===== src/rtl/mux8t1_8.sv =====
// Registered 8:1 bus selector: s picks one of I0..I7 into o, with s_q recording the index used.
// Latency: one clk edge from s/I* to o; no combinational path from any input to o.
// Backpressure: none; en=0 holds o and s_q.
module mux8t1_8 #(
  parameter int WIDTH = 8
) (
  input  logic             clk,
  input  logic             rst_n,
  input  logic [WIDTH-1:0] I0,
  input  logic [WIDTH-1:0] I1,
  input  logic [WIDTH-1:0] I2,
  input  logic [WIDTH-1:0] I3,
  input  logic [WIDTH-1:0] I4,
  input  logic [WIDTH-1:0] I5,
  input  logic [WIDTH-1:0] I6,
  input  logic [WIDTH-1:0] I7,
  input  logic [2:0]       s,
  input  logic             en,
  output logic [WIDTH-1:0] o,
  output logic [2:0]       s_q
);

  logic [WIDTH-1:0] sel_dat;
  logic [WIDTH-1:0] o_d;
  logic [WIDTH-1:0] o_q;
  logic [2:0]       sel_idx_d;

  // Default arm falls back to I0 so an unknown select never leaves a latch or a floating bus.
  always_comb begin
    sel_dat = I0;
    case (s)
      3'd0:    sel_dat = I0;
      3'd1:    sel_dat = I1;
      3'd2:    sel_dat = I2;
      3'd3:    sel_dat = I3;
      3'd4:    sel_dat = I4;
      3'd5:    sel_dat = I5;
      3'd6:    sel_dat = I6;
      3'd7:    sel_dat = I7;
      default: sel_dat = I0;
    endcase
  end

  always_comb begin
    o_d       = o_q;
    sel_idx_d = s_q;
    if (en) begin
      o_d       = sel_dat;
      sel_idx_d = s;
    end
  end

  always_ff @(posedge clk or negedge rst_n) begin
    if (!rst_n) begin
      o_q <= '0;
      s_q <= '0;
    end else begin
      o_q <= o_d;
      s_q <= sel_idx_d;
    end
  end

  assign o = o_q;

endmodule


===== config.mk =====
export PLATFORM = sky130hd
export DESIGN_NAME = mux8t1_8
export DESIGN_NICKNAME = d
export VERILOG_FILES = /design/src/rtl/mux8t1_8.sv
export SDC_FILE = /design/constraint.sdc
export NUM_CORES = 1
export LEC_CHECK = 0
export ABC_AREA = 0
export ABC_CLOCK_PERIOD_IN_PS = 920
export BUFFER_PORTS_ARGS = -buffer_cell sky130_fd_sc_hd__buf_4
export CAP_MARGIN = 20
export CORE_MARGIN = 4
export CORE_UTILIZATION = 39
export CTS_BUF_LIST = sky130_fd_sc_hd__clkbuf_16
export DETAILED_ROUTE_END_ITERATION = 12
export HOLD_SLACK_MARGIN = 0.05
export PLACE_DENSITY = 0.77
export RECOVER_POWER = 50
export SYNTH_ARGS = -nofsm -noshare
export SYNTH_HDL_FRONTEND = slang
export SYNTH_SLANG_ARGS = --single-unit

===== constraint.sdc =====
create_clock -name clk -period 0.92 [get_ports clk]
set_clock_uncertainty 0.15 [all_clocks]
set_input_delay 0.092 -clock clk [delete_from_list [all_inputs] [get_ports clk]]
set_output_delay 0.092 -clock clk [all_outputs]
set_load 0.05 [all_outputs]

==> flow_summary_export.csv, run 1 <==
group,metric,value,unit
synthesis,synth_top_area_share,27.8,%
route,postRouteAntennaNets,0,
cts,hold_buffers,1,
worst_setup_path,cp.arrival,1.09,ns
cells_and_area,finalNetCount,276,
worst_setup_path,critical-path-top-delay-family,"compound AO/OA/AOI/OAI gates",
route,via_count,1352,
worst_setup_path,worst_r2r_path_depth,1,
timing,maxSlewViolCount,0,
timing,fmax,0.875,GHz
power_and_ir_drop,power_leakage,0.00103,µW
route,routed_wirelength,4770,µm
global_routing,grt_pass1_vias,1435,
timing,post-route-period-util,124,%
cells_and_area,instances_no_fill,233,
synthesis,synth_cells,111,
synthesis,yosysUniqueCellTypes,26,
die,initial_core_util,42.6,%
die,die_h,58.3,µm
global_routing,antenna_found_initial,0,
cts,clkLatencyLatePin,0.24,ns
job,cap_violations,0,
cts,cts_tree,"built",
route,routedWlPerCell,20.5,µm
synthesis,synthArstFlopShare,100,%
worst_setup_path,rr_startpoint,"s_q[1]$_DFFE_PN0P_",
route,dr.pass1.iters,4,
global_routing,grt_pass1_wl,6600,µm
route,routed_via_density,5.80,
global_routing,grtUsageTotal,25.7,%
die,die_w,58.3,µm
cts,clock_path_buffers,2,
power_and_ir_drop,peakVddDrop,0.00136,V
worst_setup_path,cp_slowest_cell,"mux2i_1",
synthesis,synth_edf_count,0,
cells_and_area,fin_util,94.0,%
hold_path,hold_path_class,"in -> reg",
route,drt_iter0_markers,80,
die,die_area,3400,µm²
synthesis,ys_top_cells_by_count,"mux2i_1, dfrtp_1, inv_1",
timing,max_slew_margin,73.2,%
placement,dp_hpwl,2800,µm
cts,path_clk_slew,0.04,ns
timing,rsz0062_at_grt,"true",
timing,min_period,1.14,ns
cells_and_area,area_growth,120,%
timing,worst_slew_pin_slew,0.399,ns
synthesis,syn_area,988,µm²
outcome,violations,"negative setup slack",
cts,root_buffer,"clkbuf_16",
placement,place_congestion,0.844,
cells_and_area,layout-drive-gt1-share,68.8,%
placement,dp_cells,221,
worst_setup_path,timing.rr.end,"s_q[1]$_DFFE_PN0P_",
worst_setup_path,path_buf_inv,2,
synthesis,synth_top_area_cell,"dfrtp_1",
placement,portBuffers,80,
worst_setup_path,reg2reg_setup_slack,-0.03,ns
route,drc,0,
global_routing,grt_start_max_net_pins,13,
synthesis,synth_fp_nets,181,
worst_setup_path,cp_max_fo,7,
worst_setup_path,crit_start,"s[1]",
placement,post_dp_cell_area,1760,µm²
cts,cts-htree-levels,1,
cells_and_area,stdcell_area,2180,µm²
outcome,status,"finished, violations left",
timing,setup_viol,22,
power_and_ir_drop,total_power,2600,µW
worst_setup_path,crit_path_frequent_cell,"buf_12",
global_routing,overflow,0,
synthesis,ys_warn_count,0,
die,ioPinCount,81,
synthesis,yosysSeqAreaShare,27.8,%
cts,clock-sinks,11,
worst_setup_path,start_kind,"primary input",
synthesis,synth.area.top_cells,"dfrtp_1, mux2i_1, a211oi_1",
die,num_rows,17,
synthesis,synth_area_per_cell,8.90,µm²
timing,hold_viol_final,0,
worst_setup_path,path_cells,"buf_12, buf_12, mux2i_1, o22ai_1, o221ai_1, o21ai_1",
worst_setup_path,max_stage_delay,0.27,ns
worst_setup_path,crit_path_end_kind,"register",
cells_and_area,n_antenna_cell,0,
cts,cts_buffers,3,
synthesis,synth-seq-cells,11,
timing,worst_slack,-0.223,ns
worst_setup_path,required,0.87,ns
die,coreArea,2320,µm²
synthesis,yosysMostFrequentCell,"mux2i_1",
power_and_ir_drop,p_per_area,1200,nW/µm²
synthesis,yosys_most_used_dff,"dfrtp_1",
worst_setup_path,endpoint,"o[1]$_DFFE_PN0P_",
worst_setup_path,cp.depth,6,
worst_setup_path,critical_path_class,"in -> reg",
## layout by cell type (no fill, tap or decap), types with 2 or more instances in the layout
cell type  instances
dfrtp_2            4
a211oi_1           3
mux2i_2            3
mux2_4             3
buf_16             3
nand2_2            2
nand2b_4           2
a211oi_2           4
o221ai_1           6
mux2i_1           14
buf_12             6
nor2_1             2
inv_1             10
buf_4             76
nor3b_2            6
o21ai_1            8
o22ai_2            5
dfrtp_1            7
clkbuf_16          3
nand2b_1           2
buf_6             13
mux2i_4            3
o22ai_1            3
nand2_1            3
## worst min-delay path: stages
cell	delay [ns]
buf_4	0.08
o221ai_1	0.11
o21ai_1	0.09
## area by class of cell
type / instances / area [µm²]
inverters: 9 / 33.8
well taps: 28 / 35.0
clock buffers: 3 / 75.1
clock inverters: 1 / 3.75
repair buffers: 101 / 950
fillers: 68 / 140
multi-input cells: 80 / 801
flip-flops and latches: 11 / 280
## flip-flops by register name, summed over array words and instances, names as in the netlist
signal / flops
s_q: 3
o: 8
## metal layers
| layer | up-vias | global-route usage [%] | wire length (µm) |
|---|---|---|---|
| met2 | 98 | 48.3 | 2490 |
| met1 | 628 | 26.5 | 1610 |
| met4 | 0 | 8.94 | 146 |
| met5 | - | 0 | 0 |
| met3 | 16 | 7.89 | 527 |
| li1 | 610 | - | - |
## repair_timing
item	4_1_cts	5_1_grt
gates cloned	3	0
endpoints found under the setup margin	22	22
endpoints found under the hold margin	17	2
setup buffers	0	4
pin swaps	12	7
gates resized for setup	34	19
## report_power, final
part,total [µW],internal [µW],switching (µW)
registers,601,550,51.5
logic,1220,631,588
clock network,785,571,215
total,2600,1750,854
## how the worst min path moves through the flow
stage	to	cells after the start	slack, ns	startpoint
after global placement	o[7]$_DFFE_PN0P_	1	-0.22	rst_n
final	o[5]$_DFFE_PN0P_	3	0.03	I0[5]
after CTS	o[6]$_DFFE_PN0P_	3	0.02	I0[6]
after detailed placement	o[7]$_DFFE_PN0P_	1	-0.22	rst_n
after floorplan	o[0]$_DFFE_PN0P_	0	-0.35	rst_n
after global routing	o[3]$_DFFE_PN0P_	3	0.04	I4[3]
## logic make-up after synthesis
family	Yosys count	synth area share (%)
mux	24	25.2
flops	11	27.8
compound gates	36	25.1
simple gates	20	12.2
buf+inv	20	9.75
## per-stage QoR
step           TNS, ns  setup WS [ns]  hold slack [ns]
2_1_floorplan    -1.91         -0.273           -0.354
4_1_cts          -1.54         -0.149           0.0218
3_5_place_dp     -2.73         -0.375           -0.216
6_report         -2.04         -0.223           0.0328
5_1_grt          -2.64         -0.263           0.0414
3_3_place_gp     -2.49         -0.326           -0.219
Power figures use the tool's default switching activity.
==> inputs of run 2 (changes only) <==
--- a/config.mk
+++ b/config.mk
@@ -9,13 +9,15 @@
 export ABC_CLOCK_PERIOD_IN_PS = 920
 export BUFFER_PORTS_ARGS = -buffer_cell sky130_fd_sc_hd__buf_4
 export CAP_MARGIN = 20
-export CORE_MARGIN = 4
+export CORE_MARGIN = 2
 export CORE_UTILIZATION = 39
 export CTS_BUF_LIST = sky130_fd_sc_hd__clkbuf_16
 export DETAILED_ROUTE_END_ITERATION = 12
 export HOLD_SLACK_MARGIN = 0.05
+export MAX_ROUTING_LAYER = met4
 export PLACE_DENSITY = 0.77
 export RECOVER_POWER = 50
+export SETUP_SLACK_MARGIN = 0.3
 export SYNTH_ARGS = -nofsm -noshare
 export SYNTH_HDL_FRONTEND = slang
 export SYNTH_SLANG_ARGS = --single-unit
==> run 2 against run 1 <==
The flow still finishes with violations (negative setup slack); maximum frequency up 5.3%; utilization down 3.4 points; sequential power up 1%; combinational power about the same; critical path type unchanged; sequential share of layout area up 0.19 points; wire length up 11%; cell count down 0.43%; hold slack worse by 0.029 ns; non-clock buffer count down 3; die area down 13%; critical path depth unchanged.
==> flow_summary_export.csv, run 2 (same netlist as run 1, synthesis figures left out) <==
group,metric,value,unit
timing,max_slew_margin,74.6,%
route,routed_wirelength,5300,µm
outcome,violations,"negative setup slack",
global_routing,grt_pass1_vias,1406,
placement,post_dp_cell_area,1750,µm²
placement,dp_cells,221,
hold_path,hold_path_class,"in -> reg",
power_and_ir_drop,p_per_area,1200,nW/µm²
route,drt_iter0_markers,43,
placement,post-place-ws,-0.380,ns
cts,path_clk_slew,0.05,ns
route,dr.max_layer_used,"met4",
die,die_w,54.3,µm
job,cap_violations,0,
worst_setup_path,cp.arrival,1.05,ns
timing,hold_viol_final,0,
die,die_area,2950,µm²
route,routed_via_density,5.98,
global_routing,grt_start_max_net_pins,13,
timing,rsz0062_at_grt,"true",
route,via_count,1388,
die,ioPinCount,81,
cells_and_area,n_antenna_cell,0,
worst_setup_path,cp_max_fo,6,
route,drc,0,
cells_and_area,area_growth,123,%
cts,clock_path_buffers,2,
route,routedWlPerCell,22.9,µm
power_and_ir_drop,peakVddDrop,0.00159,V
worst_setup_path,required,0.89,ns
cts,clkLatencyLatePin,0.24,ns
cts,cts_tree,"built",
cells_and_area,mostFrequentLayoutCell,"buf_4",
die,coreArea,2430,µm²
power_and_ir_drop,power_leakage,0.00102,µW
timing,fmax,0.921,GHz
cells_and_area,layout-drive-gt1-share,72.8,%
timing,worst_slew_pin_slew,0.379,ns
cts,hold_buffers,1,
timing,worst_slack,-0.166,ns
cells_and_area,layout_common_cells,"buf_4, mux2i_1, buf_6",
cts,cts-htree-levels,1,
timing,min_period,1.09,ns
timing,post-route-period-util,118,%
timing,finalSetupTns,-2.15,ns
placement,place_congestion,0.759,
placement,dp_hpwl,2580,µm
worst_setup_path,path_cells,"buf_12, buf_12, mux2i_1, a211oi_2, o221ai_1, o21ai_1",
route,dr.pass1.iters,4,
die,num_rows,18,
global_routing,antenna_found_initial,0,
global_routing,grt_pass1_wl,6620,µm
cts,clock-sinks,11,
placement,portBuffers,80,
worst_setup_path,max_stage_delay,0.31,ns
cells_and_area,instances_no_fill,232,
timing,setup_viol,22,
global_routing,overflow,0,
worst_setup_path,cp_slowest_cell,"mux2i_1",
cells_and_area,stdcell_area,2200,µm²
route,wl_met2,2770,µm
route,postRouteAntennaNets,0,
global_routing,grtUsageTotal,32.4,%
cts,cts_buffers,3,
cells_and_area,largest_reg_flops,8,
die,initial_core_util,40.6,%
worst_setup_path,critical_path_class,"in -> reg",
cts,root_buffer,"clkbuf_16",
worst_setup_path,crit_path_frequent_cell,"buf_12",
worst_setup_path,crit_path_end_kind,"register",
timing,maxSlewViolCount,0,
route,wl_met1,1860,µm
die,die_h,54.3,µm
outcome,status,"finished, violations left",
worst_setup_path,start_kind,"primary input",
route,wl_met3,481,µm
cells_and_area,finalNetCount,273,
run 2: repair_timing:
action	CTS	global route
cloned	2	0
endpoints found under the setup margin	22	22
resized for setup	43	18
buffers inserted	3	1
pin swaps	17	7
endpoints found under the hold margin	18	5
run 2: layer usage:
layer	vias to the layer above	GRT usage [%]
met2	101	55.4
met3	20	9.29
met4	0	18.8
met1	666	32.8
met5	-	-
li1	601	-
run 2: report_power, final:
group / internal, µW / switching (µW)
clock network: 572 / 225
registers: 556 / 54.4
logic: 625 / 617
total: 1750 / 896
run 2: worst paths after layout:
kind	start	endpoint	slack, ns	cells after the start
worst max-delay path	s[0]	o[5]$_DFFE_PN0P_	-0.17	6
max in group asynchronous	rst_n	s_q[0]$_DFFE_PN0P_	0.24	2
min in group asynchronous	rst_n	o[3]$_DFFE_PN0P_	0.13	2
worst min register to register	s_q[1]$_DFFE_PN0P_	s_q[1]$_DFFE_PN0P_	0.38	1
worst min-delay path	I0[1]	o[1]$_DFFE_PN0P_	0.004	3
worst max register to register	o[0]$_DFFE_PN0P_	o[0]$_DFFE_PN0P_	-0.05	2
run 2: metrics by stage:
stage	power, µW	hold WS, ns	util (%)
6_report	2650	0.00390	90.6
3_5_place_dp	1540	-0.216	72.0
3_3_place_gp	1520	-0.221	72.0
2_1_floorplan	1120	-0.354	-
4_1_cts	2490	-0.00430	86.5
5_1_grt	2710	0.0140	90.6
run 2: final cells by class:
class | count | area [µm²]
clock buffers | 3 | 75.1
repair buffers | 98 | 923
well taps | 30 | 37.5
flip-flops and latches | 11 | 288
fillers | 93 | 229
multi-input cells | 80 | 842
clock inverters | 1 | 3.75
inverters | 9 | 33.8
run 2: critical path, delay by kind of cell:
kind	cells	cell delay, ns
mux	1	0.31
buf+inv	2	0.23
compound gates	3	0.42
